**src/rtl/alu_operand_issue.sv**
```systemverilog
// Issue stage in front of the ALU: register file, per-register scoreboard,
// writeback bypass and a registered opcode/operand triple for the ALU.
module alu_operand_issue #(
  parameter int BITS  = 8,
  parameter int ALUOP = 4,
  parameter int REGS  = 8,
  parameter int RA    = 3
) (
  input  logic             clk,
  input  logic             rst_n,
  input  logic             in_valid,
  output logic             in_ready,
  input  logic [ALUOP-1:0] in_op,
  input  logic [RA-1:0]    in_rd,
  input  logic [RA-1:0]    in_rs1,
  input  logic [RA-1:0]    in_rs2,
  input  logic [BITS-1:0]  in_imm,
  output logic             out_valid,
  input  logic             out_ready,
  output logic [ALUOP-1:0] aluFunction,
  output logic [BITS-1:0]  vectorA,
  output logic [BITS-1:0]  vectorB,
  output logic [RA-1:0]    out_rd,
  input  logic             wb_en,
  input  logic [RA-1:0]    wb_addr,
  input  logic [BITS-1:0]  wb_data,
  output logic             illegal
);

  logic [BITS-1:0]  rf_q [REGS];
  logic [REGS-1:0]  pend_q, pend_d;
  logic             out_valid_q;
  logic [ALUOP-1:0] fn_q;
  logic [BITS-1:0]  a_q, b_q;
  logic [RA-1:0]    rd_q;
  logic             illegal_q;

  logic             legal, use_imm, wb_live;
  logic             byp1, byp2, bypd;
  logic             hazard, accept, fire;
  logic [BITS-1:0]  op_a, op_b;

  // Decode, hazard detection, operand selection and scoreboard next state.
  // Register 0 is never bypassed so a writeback to it cannot leak into a read.
  always_comb begin
    legal   = (in_op >= ALUOP'(1)) && (in_op <= ALUOP'(11));
    use_imm = (in_op == ALUOP'(6)) || (in_op == ALUOP'(7));
    wb_live = wb_en && (wb_addr != '0);
    byp1    = wb_live && (wb_addr == in_rs1);
    byp2    = wb_live && (wb_addr == in_rs2);
    bypd    = wb_live && (wb_addr == in_rd);

    hazard  = (pend_q[in_rd] && !bypd) ||
              (!use_imm && ((pend_q[in_rs1] && !byp1) || (pend_q[in_rs2] && !byp2)));
    in_ready = (!out_valid_q || out_ready) && !hazard;
    accept   = in_valid && in_ready;
    fire     = accept && legal;

    if (use_imm)              op_a = in_imm;
    else if (in_rs1 == '0)    op_a = '0;
    else if (byp1)            op_a = wb_data;
    else                      op_a = rf_q[in_rs1];

    if (use_imm)              op_b = in_imm;
    else if (in_rs2 == '0)    op_b = '0;
    else if (byp2)            op_b = wb_data;
    else                      op_b = rf_q[in_rs2];

    // Clear on writeback first so a same-cycle issue to that register wins.
    pend_d = pend_q;
    if (wb_live)                 pend_d[wb_addr] = 1'b0;
    if (fire && (in_rd != '0))   pend_d[in_rd]   = 1'b1;
  end

  // Register file and scoreboard state.
  always_ff @(posedge clk or negedge rst_n) begin
    if (!rst_n) begin
      for (int unsigned i = 0; i < REGS; i++) rf_q[i] <= '0;
      pend_q <= '0;
    end else begin
      if (wb_live) rf_q[wb_addr] <= wb_data;
      pend_q <= pend_d;
    end
  end

  // Output register toward the ALU plus the illegal-opcode pulse.
  always_ff @(posedge clk or negedge rst_n) begin
    if (!rst_n) begin
      out_valid_q <= 1'b0;
      fn_q        <= '0;
      a_q         <= '0;
      b_q         <= '0;
      rd_q        <= '0;
      illegal_q   <= 1'b0;
    end else begin
      illegal_q <= accept && !legal;
      if (fire) begin
        out_valid_q <= 1'b1;
        fn_q        <= in_op;
        a_q         <= op_a;
        b_q         <= op_b;
        rd_q        <= in_rd;
      end else if (out_ready) begin
        out_valid_q <= 1'b0;
      end
    end
  end

  assign out_valid   = out_valid_q;
  assign aluFunction = fn_q;
  assign vectorA     = a_q;
  assign vectorB     = b_q;
  assign out_rd      = rd_q;
  assign illegal     = illegal_q;

endmodule

```
**config.mk**
```make
export PLATFORM = sky130hd
export DESIGN_NAME = alu_operand_issue
export DESIGN_NICKNAME = d
export VERILOG_FILES = /design/src/rtl/alu_operand_issue.sv
export SDC_FILE = /design/constraint.sdc
export NUM_CORES = 1
export LEC_CHECK = 0
export ABC_AREA = 1
export BUFFER_PORTS_ARGS = -buffer_cell sky130_fd_sc_hd__buf_4
export CORE_MARGIN = 4
export CORE_UTILIZATION = 60
export CTS_BUF_LIST = sky130_fd_sc_hd__clkbuf_8
export DETAILED_ROUTE_END_ITERATION = 8
export GPL_TIMING_DRIVEN = 0
export PLACE_DENSITY_LB_ADDON = 0.12
export SYNTH_ARGS = -nofsm -noshare
export SYNTH_HDL_FRONTEND = slang
export SYNTH_SLANG_ARGS = --single-unit
```
**constraint.sdc**
```tcl
create_clock -name clk -period 1.78 [get_ports clk]
set_clock_uncertainty 0.1 [all_clocks]
set_input_delay 0.089 -clock clk [delete_from_list [all_inputs] [get_ports clk]]
set_output_delay 0.089 -clock clk [all_outputs]
set_load 0.02 [all_outputs]
```
==> flow_summary_export.csv, run 1 <==
group,metric,value,unit
synthesis,ys_ff_latch,97,
synthesis,yosysSeqAreaShare,44.7,%
synthesis,syn_nets,801,
place,dp_hpwl,12500,µm
power_and_ir_drop,pwr-share-clk,20.4,%
synthesis,yosysTopAreaCell,"dfrtp_1",
grt,grt_pass1_wl,27500,µm
power_and_ir_drop,peakVddDrop,0.000733,V
power_and_ir_drop,p_leak,3.30,nW
detailed_routing,drtPass1Iterations,6,
die,start_util,62.0,%
clocking,cts_num_sinks,97,
worst_setup_path,critPathArrivalTime,2.07,ns
detailed_routing,post_drt_wl_per_cell,18.3,µm
synthesis,synth_area_leaders,"dfrtp_1 (45%), nand2_1 (19%), nand3_1 (8.9%)",
detailed_routing,met1_length,7110,µm
grt,grt_max_degree,98,
final_layout,final_nets,904,
power_and_ir_drop,power_frac_seq,45.8,%
power_and_ir_drop,p_sw,2.50,mW
sta,setup_viol,31,
worst_setup_path,crit_type,"reg -> reg",
worst_setup_path,worstPathRequired,1.98,ns
worst_setup_path,max_stage_delay,0.45,ns
worst_setup_path,crit_top_cell,"nand2_1",
power_and_ir_drop,internal_power,4.12,mW
min_path,hold_path.class,"in -> reg",
detailed_routing,drc,0,
final_layout,fill_cells,662,
detailed_routing,drt_iter0_drc,526,
detailed_routing,vias,5863,
power_and_ir_drop,power_density,1000,nW/µm²
clocking,cts_tree,"done",
worst_setup_path,end_kind,"flip-flop",
status,status,"complete, but fails checks",
clocking,clock_latency,0.36,ns
sta,max_clock_freq,535,MHz
power_and_ir_drop,comb_power_share,33.8,%
final_layout,fin_area,6590,µm²
die,die-height,103,µm
synthesis,netlist_instances,764,
worst_setup_path,cp-startpoint,"pend_q[4]$_DFF_PN0_",
power_and_ir_drop,p_sw_share,37.8,%
final_layout,num_antenna_cells,0,
run,maxCapViolCount,0,
sta,final_max_slew_viol_count,0,
detailed_routing,met2WireLength,8120,µm
sta,hold_viol_final,0,
synthesis,synth_cell_types,30,
worst_setup_path,startpoint_type,"flip-flop",
sta,rsz0062_at_grt,"yes",
synthesis,avgSynthCellArea,7.11,µm²
final_layout,drive_above_1_share,15.6,%
detailed_routing,routed_wl,17900,µm
grt,grt_pass1_vias,5536,
detailed_routing,via_per_inst,5.98,
worst_setup_path,crit_chain,"nand2_1, nand2_1, nand2_1, nand2_1, nand2_1, nand2_2, a21oi_4, buf_6, nand3_4, nor2_4, buf_6, nand3_2, nand2_1",
place,place_ws,-0.149,ns
die,core,8760,µm²
worst_setup_path,critPathSlowestCell,"dfrtp_1",
die,io_pins,63,
grt,grt_use_total,34.1,%
detailed_routing,antenna_left,0,
sta,worst_pin_slew,1.19,ns
clocking,clkTransAtPathRegs,0.10,ns
grt,grt-ovfl-total,0,
sta,layout_setup_ws,-0.0902,ns
clocking,cts_inserted_buffers,9,
die,die-area,10600,µm²
synthesis,syn_area,5430,µm²
clocking,clockRootBuffer,"clkbuf_8",
die,die_w,103,µm
final_layout,layout_commonest_cell,"nand2_1",
final_layout,syn_to_final_growth,21.3,%
synthesis,ys.warnings.count,0,
worst_setup_path,regToRegSetupSlack,-0.09,ns
sta,relSlewSlack,20.6,%
place,gp_congestion,1.02,
sta,timing.final.crit_share,105,%
clocking,cts_buffer_depth,2,
grt,antenna_found_initial,0,
synthesis,yosysTopAreaCellShare,44.7,%
place,io_buffers,55,
place,placed_area,5980,µm²
min_path,hold_start,"in_rd[1]",
worst_setup_path,crit_fanout,5,
sta,fin_crit,1.87,ns
die,rows,34,
worst_setup_path,path_buf_inv,2,
clocking,htreeDepth,3,
worst_setup_path,crit_family,"simple AND/OR/NAND/NOR gates",
worst_setup_path,regToRegStartpoint,"pend_q[4]$_DFF_PN0_",
status,violations,"setup timing",
final_layout,layout_common_cells,"nand2_1 (269), dfrtp_1 (97), nand3_1 (87)",
detailed_routing,top_layer_used,"met4",
detailed_routing,route.met3.wl,2150,µm
==> logic make-up (layout without fill, tap and decap cells) <==
logic type | Yosys count | in the layout | synth area share [%]
AOI/OAI and AO/OA | 149 | 149 | 14.7
xor gates and xnor gates | 4 | 4 | 0.645
buffers and inverters | 108 | 216 | 8.46
DFF | 97 | 97 | 44.7
and+or+nand+nor | 406 | 406 | 31.5
==> what timing repair did <==
action,in CTS,in global routing
gates cloned,0,3
hold buffers,26,0
hold endpoints to repair,133,0
setup endpoints to repair,1,31
gates resized for setup,7,21
pin swaps,4,10
buffers inserted,4,4
==> layout make-up <==
cell class / instances / area [µm²] / area share (%)
well taps: 108 / 135 / 2.05
inverters: 56 / 210 / 3.19
clock buffers: 9 / 124 / 1.88
plain buffers: 52 / 265 / 4.03
repair buffers: 92 / 767 / 11.6
multi-input cells: 559 / 2610 / 39.6
clock inverters: 7 / 51.3 / 0.779
flip-flops and latches: 97 / 2430 / 36.9
==> worst reg2reg max path, stage by stage (launching register included) <==
cell and delay [ns]:
dfrtp_1 0.45, nand2_1 0.08, nand2_1 0.05, nand2_1 0.06
nand2_1 0.05, nand2_1 0.07, nand2_2 0.08, a21oi_4 0.17
buf_6 0.12, nand3_4 0.07, nor2_4 0.18, buf_6 0.17
nand3_2 0.07, nand2_1 0.09
==> state kept, by name, summed over array words and instances (netlist names) <==
name         count
aluFunction      4
illegal          1
out_rd           3
out_valid        1
pend_q           8
rf_q            64
vectorA          8
vectorB          8
==> power groups by stage <==
stage / clock, mW / sequential, mW / combinational, mW
5_1_grt: 1.47 / 3.09 / 2.46
3_5_place_dp: 0 / 3.06 / 2.04
3_3_place_gp: 0 / 3.04 / 1.99
2_1_floorplan: 0 / 3.26 / 1.00
4_1_cts: 1.37 / 3.02 / 2.14
6_report: 1.35 / 3.03 / 2.23
==> metal layers <==
layer / track usage [%] / vias to the layer above
li1: - / 2684
met1: 47.5 / 2724
met2: 50.6 / 397
met3: 9.34 / 58
met4: 13.6 / 0
met5: 0 / -
==> worst paths after layout <==
kind / to / cells after the start
hold reg to reg: vectorA[1]$_DFFE_PN0P_ / 2
max in group asynchronous: out_rd[2]$_DFFE_PN0P_ / 2
setup reg to reg: pend_q[5]$_DFF_PN0_ / 13
min in group asynchronous: rf_q[5]$_DFFE_PN0P_ / 2
setup / recovery: pend_q[5]$_DFF_PN0_ / 13
hold / removal: pend_q[1]$_DFF_PN0_ / 4
==> per-stage QoR <==
step                hold slack, ns  setup TNS [ns]  instances  utilization (%)  total power, mW
floorplan                   -0.307               0        764                -             4.26
global placement             0.183           -1.32        927             68.2             5.03
detailed placement           0.211           -1.87        927             68.2             5.10
CTS                        0.00190         -0.0528        973             73.8             6.52
global route                0.0142           -4.27        980             75.2             7.02
finish                     0.00437           -1.24        980             75.2             6.61
==> cell usage after synthesis <==
cell and instances:
buf_6 2, buf_1 5, nand3_4 1, o22ai_1 1, o21ai_0 82, o21ai_1 8
xnor2_1 3, o211ai_1 14, o31ai_1 2, nand3_1 97, inv_2 7, buf_4 5
nand2_2 3, clkbuf_1 24, nor3_1 1, nor2_1 25, a31oi_1 2, a21oi_4 1
a21oi_1 39, dfrtp_1 97, nor2_4 1, nand2_1 273, inv_1 49, nand4_1 1
and2_1 1, buf_2 16, xor2_1 1, nor2_2 1, nand4_4 1, nand2_4 1
Note: power is estimated with default switching activity, not from simulation.
==> run 2: changes to the inputs <==
- CORE_ASPECT_RATIO: default -> 0.6
==> run 2 against run 1 <==
Largest cell class unchanged. Critical path type unchanged. The flow finishes with violations (hold timing, setup timing). Routed wire length increased by 11%. Critical path depth down 1. Total power rose by 6.7%.
==> flow_summary_export.csv, run 2 (synthesized netlist as in run 1, its figures left out) <==
group,metric,value,unit
final_layout,layout_common_cells,"nand2_1 (258), dfrtp_1 (97), nand3_1 (93)",
power_and_ir_drop,peakVddDrop,0.000693,V
detailed_routing,via_per_inst,6.25,
power_and_ir_drop,internal_power,4.42,mW
status,violations,"hold timing, setup timing",
grt,grt_pass1_vias,5616,
final_layout,layout_commonest_cell,"nand2_1",
run,maxCapViolCount,0,
detailed_routing,routed_wl,19900,µm
worst_setup_path,end_kind,"flip-flop",
place,place_ws,-0.268,ns
worst_setup_path,crit_fanout,7,
grt,antenna_found_initial,0,
sta,layout_setup_ws,-0.111,ns
clocking,clockRootBuffer,"clkbuf_8",
worst_setup_path,crit_chain,"nand2_1, nand3_1, nand2_2, nand2_2, nand3_2, nand2_2, nand2_4, buf_12, nand4_4, clkbuf_16, nand2_2, nand2_1",
worst_setup_path,critPathArrivalTime,2.08,ns
sta,rsz0062_at_grt,"yes",
grt,use_met2,53.1,%
grt,grt_use_total,36.9,%
sta,worst_pin_slew,1.21,ns
status,status,"complete, but fails checks",
power_and_ir_drop,pwr-share-clk,23.3,%
final_layout,syn_to_final_growth,23.2,%
worst_setup_path,critPathSlowestCell,"dfrtp_1",
power_and_ir_drop,comb_power_share,33.2,%
die,die_w,131,µm
power_and_ir_drop,p_sw,2.64,mW
detailed_routing,vias,6141,
sta,hold_viol_final,1,
final_layout,fin_area,6690,µm²
sta,max_clock_freq,529,MHz
worst_setup_path,crit_type,"reg -> reg",
min_path,hold_path.class,"in -> reg",
place,placed_area,5980,µm²
worst_setup_path,max_stage_delay,0.45,ns
sta,hold_ws,-0.00302,ns
clocking,clock_latency,0.39,ns
power_and_ir_drop,power,7.06,mW
place,io_buffers,55,
die,die-height,81.7,µm
detailed_routing,drtPass1Iterations,7,
grt,use_met1,51.6,%
die,rows,26,
sta,setup_viol,31,
final_layout,registers.top_by_ff_count,"rf_q",
grt,grt-ovfl-total,0,
power_and_ir_drop,p_leak,3.34,nW
final_layout,multi_input_area,2650,µm²
worst_setup_path,startpoint_type,"flip-flop",
sta,final_max_slew_viol_count,0,
sta,fin_crit,1.89,ns
final_layout,ff_latch_area,2430,µm²
detailed_routing,drt_iter0_drc,922,
die,die-area,10700,µm²
power_and_ir_drop,p_sw_share,37.4,%
clocking,cts_num_sinks,97,
clocking,htreeDepth,3,
place,gp_congestion,1.11,
die,io_pins,63,
detailed_routing,drc,0,
place,dp_hpwl,13500,µm
power_and_ir_drop,power_frac_seq,43.5,%
worst_setup_path,crit_top_cell,"nand2_2",
detailed_routing,antenna_left,0,
grt,met3_usage,13.6,%
die,core,8650,µm²
worst_setup_path,worstPathRequired,1.97,ns
final_layout,drive_above_1_share,16.6,%
grt,grt_pass1_wl,29600,µm
clocking,cts_buffer_depth,2,
sta,relSlewSlack,19.1,%
final_layout,largest_register_ffs,64,
clocking,cts_inserted_buffers,9,
detailed_routing,post_drt_wl_per_cell,20.2,µm
clocking,clkTransAtPathRegs,0.10,ns
grt,top_usage_layer,"met2",
final_layout,utilization,77.3,%
sta,timing.final.crit_share,106,%
worst_setup_path,crit_family,"simple AND/OR/NAND/NOR gates",
power_and_ir_drop,power_density,1060,nW/µm²
worst_setup_path,path_buf_inv,2,
clocking,cts_tree,"done",
die,start_util,62.8,%
grt,grt_max_degree,98,
final_layout,fill_cells,636,
final_layout,final_nets,901,
run 2: cell types whose count changed in the layout (fill, tap and decap cells not counted), moves of 3 or more:
cell	delta
o21ai_1	-3
buf_4	-5
o21ai_2	+4
nand3_1	+6
nand2_1	-11
nand2_2	+9
buf_6	-3
nand3_2	-6
run 2: path summary, 6_finish.rpt:
check | end | start | cells past startpoint | slack (ns)
worst min-delay path | pend_q[5]$_DFF_PN0_ | in_rd[1] | 4 | -0.003
worst min register to register | rf_q[57]$_DFFE_PN0P_ | rf_q[57]$_DFFE_PN0P_ | 1 | 0.40
worst max register to register | vectorB[2]$_DFFE_PN0P_ | pend_q[7]$_DFF_PN0_ | 12 | -0.11
min in group asynchronous | rf_q[14]$_DFFE_PN0P_ | rst_n | 2 | 0.39
max in group asynchronous | pend_q[4]$_DFF_PN0_ | rst_n | 2 | 0.41
worst max-delay path | vectorB[2]$_DFFE_PN0P_ | pend_q[7]$_DFF_PN0_ | 12 | -0.11
run 2: final cells by class:
type / count / area share, %
clock buffer: 9 / 1.85
buffer: 52 / 4.08
inverter: 56 / 3.14
antenna: 1 / 0.0374
multi-input combinational: 559 / 39.6
clock inverter: 7 / 1.38
timing repair buffer: 89 / 11.6
tap: 112 / 2.09
sequential: 97 / 36.3
run 2: power by group through the flow:
stage	sequential, mW	combinational [mW]	clock (mW)
floorplan	3.26	1.00	0
global placement	3.04	2.01	0
detailed placement	3.06	2.07	0
CTS	3.02	2.17	1.60
global route	3.11	2.52	1.73
finish	3.07	2.34	1.65
run 2: per-stage QoR:
stage / setup TNS, ns / std cells
6_report: -2.34 / 982
5_1_grt: -4.34 / 981
4_1_cts: -0.0117 / 977
3_5_place_dp: -3.23 / 931
3_3_place_gp: -1.79 / 931
2_1_floorplan: 0 / 764
run 2: per-layer routing:
layer  part of all wire (%)  wire length [µm]
met1                     40              7890
met2                     42              8300
met3                     15              2950
met4                    3.6               722
met5                      0                 0
run 2: worst min-delay path: stages:
cell     delay [ns]
buf_2          0.16
nor2_1         0.08
nand3_1        0.07
nand2_1        0.05
run 2: what timing repair did:
action,in CTS,in global routing
gates resized for setup,8,31
endpoints found under the setup margin,13,40
cloned,0,1
hold endpoints to repair,133,0
pin swaps,12,13
hold buffers,27,0
setup buffers,3,3
==> run 3: changes to the inputs <==
- CTS_CLUSTER_DIAMETER: default -> 150
- SKIP_CTS_REPAIR_TIMING: default -> 1
==> run 3 against run 2 <==
Critical path type unchanged. Global-route usage decreased by 1.8 points. Clock power barely moved. The run still ends with hold timing, setup timing left. Total power fell by 1.7%. Design area fell by 1.3%. Non-clock buffer count decreased by 1. Final cell count is 0.20% lower. Routed wire length decreased by 1.3%. Register-to-register slack worse by 0.05 ns.
==> flow_summary_export.csv, run 3 (synthesized netlist as in run 1, its figures left out) <==
group,metric,value,unit
status,status,"complete, but fails checks",
status,violations,"hold timing, setup timing",
detailed_routing,drtPass1Iterations,8,
final_layout,fin_area,6600,µm²
worst_setup_path,regToRegStartpoint,"pend_q[2]$_DFF_PN0_",
worst_setup_path,crit_path_end,"vectorB[0]$_DFFE_PN0P_",
sta,hold_ws,-0.0508,ns
worst_setup_path,cp-startpoint,"pend_q[2]$_DFF_PN0_",
grt,grt_max_degree,98,
sta,setup_viol,32,
sta,relSlewSlack,18.9,%
worst_setup_path,rr_worst_depth,12,
die,start_util,62.8,%
final_layout,registers.top_by_ff_count,"rf_q",
worst_setup_path,startpoint_type,"flip-flop",
clocking,cts_num_sinks,97,
final_layout,drive_above_1_share,14.9,%
detailed_routing,vias,6089,
final_layout,layout_commonest_cell,"nand2_1",
sta,final_max_slew_viol_count,0,
clocking,clockRootBuffer,"clkbuf_8",
worst_setup_path,regToRegSetupSlack,-0.16,ns
final_layout,final_nets,900,
sta,fin_crit,1.94,ns
final_layout,syn_to_final_growth,21.6,%
grt,grt_pass1_wl,28200,µm
detailed_routing,drt_iter0_drc,1100,
final_layout,layout_common_cells,"nand2_1 (269), dfrtp_1 (97), nand3_1 (92)",
detailed_routing,antenna_left,0,
final_layout,largest_register_ffs,64,
grt,grt_pass1_vias,5373,
power_and_ir_drop,power_density,1050,nW/µm²
die,rows,26,
worst_setup_path,crit_type,"reg -> reg",
detailed_routing,drc,0,
power_and_ir_drop,p_leak,3.31,nW
power_and_ir_drop,peakVddDrop,0.000687,V
final_layout,num_antenna_cells,0,
worst_setup_path,end_kind,"flip-flop",
worst_setup_path,rr_endpoint,"vectorB[0]$_DFFE_PN0P_",
sta,worst_pin_slew,1.22,ns
clocking,cts_tree,"done",
detailed_routing,post_drt_wl_per_cell,20.0,µm
sta,layout_setup_ws,-0.157,ns
place,io_buffers,55,
sta,rsz0062_at_grt,"yes",
worst_setup_path,crit_fanout,10,
clocking,clkTransAtPathRegs,0.10,ns
detailed_routing,via_per_inst,6.21,
detailed_routing,routed_wl,19600,µm
place,placed_area,5980,µm²
clocking,cts_inserted_buffers,9,
die,die_w,131,µm
min_path,hold_path.class,"in -> reg",
clocking,htreeDepth,3,
grt,antenna_found_initial,0,
sta,timing.final.crit_share,109,%
die,core,8650,µm²
clocking,clock_latency,0.38,ns
final_layout,utilization,76.3,%
worst_setup_path,worstPathRequired,1.95,ns
sta,hold_viol_final,3,
place,gp_congestion,1.11,
grt,grt-ovfl-total,0,
place,place_ws,-0.268,ns
die,die-height,81.7,µm
worst_setup_path,critPathArrivalTime,2.11,ns
grt,grt_use_total,35.2,%
sta,max_clock_freq,516,MHz
clocking,cts_buffer_depth,2,
place,dp_hpwl,13500,µm
die,io_pins,63,
die,die-area,10700,µm²
run,maxCapViolCount,0,
run 3: final cells by class:
cell class                      instances  area (µm²)
Inverter                               56         210
Buffer                                 52         269
Clock inverter                          7        92.6
Fill cell                             655        2050
Clock buffer                            9         124
Sequential cell                        97        2430
Multi-Input combinational cell        559        2590
Tap cell                              112         140
Timing Repair Buffer                   88         752
run 3: worst min path at each step:
stage                         start                          to  slack [ns]  cells after the start
after CTS                 out_ready       out_valid$_DFFE_PN0P_       -0.20                      2
after detailed placement  out_ready       out_valid$_DFFE_PN0P_        0.20                      2
after global routing      in_imm[2]      vectorA[2]$_DFFE_PN0P_        0.01                      5
after global placement    out_ready       out_valid$_DFFE_PN0P_        0.18                      2
final                     in_imm[2]      vectorA[2]$_DFFE_PN0P_       -0.05                      5
after floorplan               rst_n  aluFunction[0]$_DFFE_PN0P_       -0.31                      0
run 3: per-layer routing:
| metal | track usage, % | vias up | part of all wire, % |
|---|---|---|---|
| li1 | - | 2673 | - |
| met1 | 51.0 | 2803 | 39 |
| met2 | 49.0 | 503 | 42 |
| met3 | 12.7 | 110 | 16 |
| met4 | 10.8 | 0 | 3.6 |
| met5 | 0 | - | 0 |
run 3: power breakdown:
part           leakage (nW)  internal [mW]  switching, mW
Clock                 0.114          0.795          0.827
Sequential             1.23           2.69          0.356
Combinational          1.97          0.887           1.38
run 3: metrics by stage:
stage	instances	TNS, ns	total power, mW
floorplan	764	0	4.26
global placement	931	-1.79	5.04
detailed placement	931	-3.23	5.13
CTS	947	-0.306	6.70
global route	980	-6.33	7.25
finish	980	-3.37	6.94
run 3: worst max-delay path, stage by stage (launching register included):
cell and delay [ns]:
dfrtp_1 0.41, nand2_1 0.09, nand2_1 0.06, nand2_1 0.06, nand2_1 0.06, nand2_1 0.07
nand2_2 0.08, a21oi_4 0.21, buf_4 0.15, nand4_4 0.18, buf_6 0.22, nand2_1 0.08
nand2_1 0.06
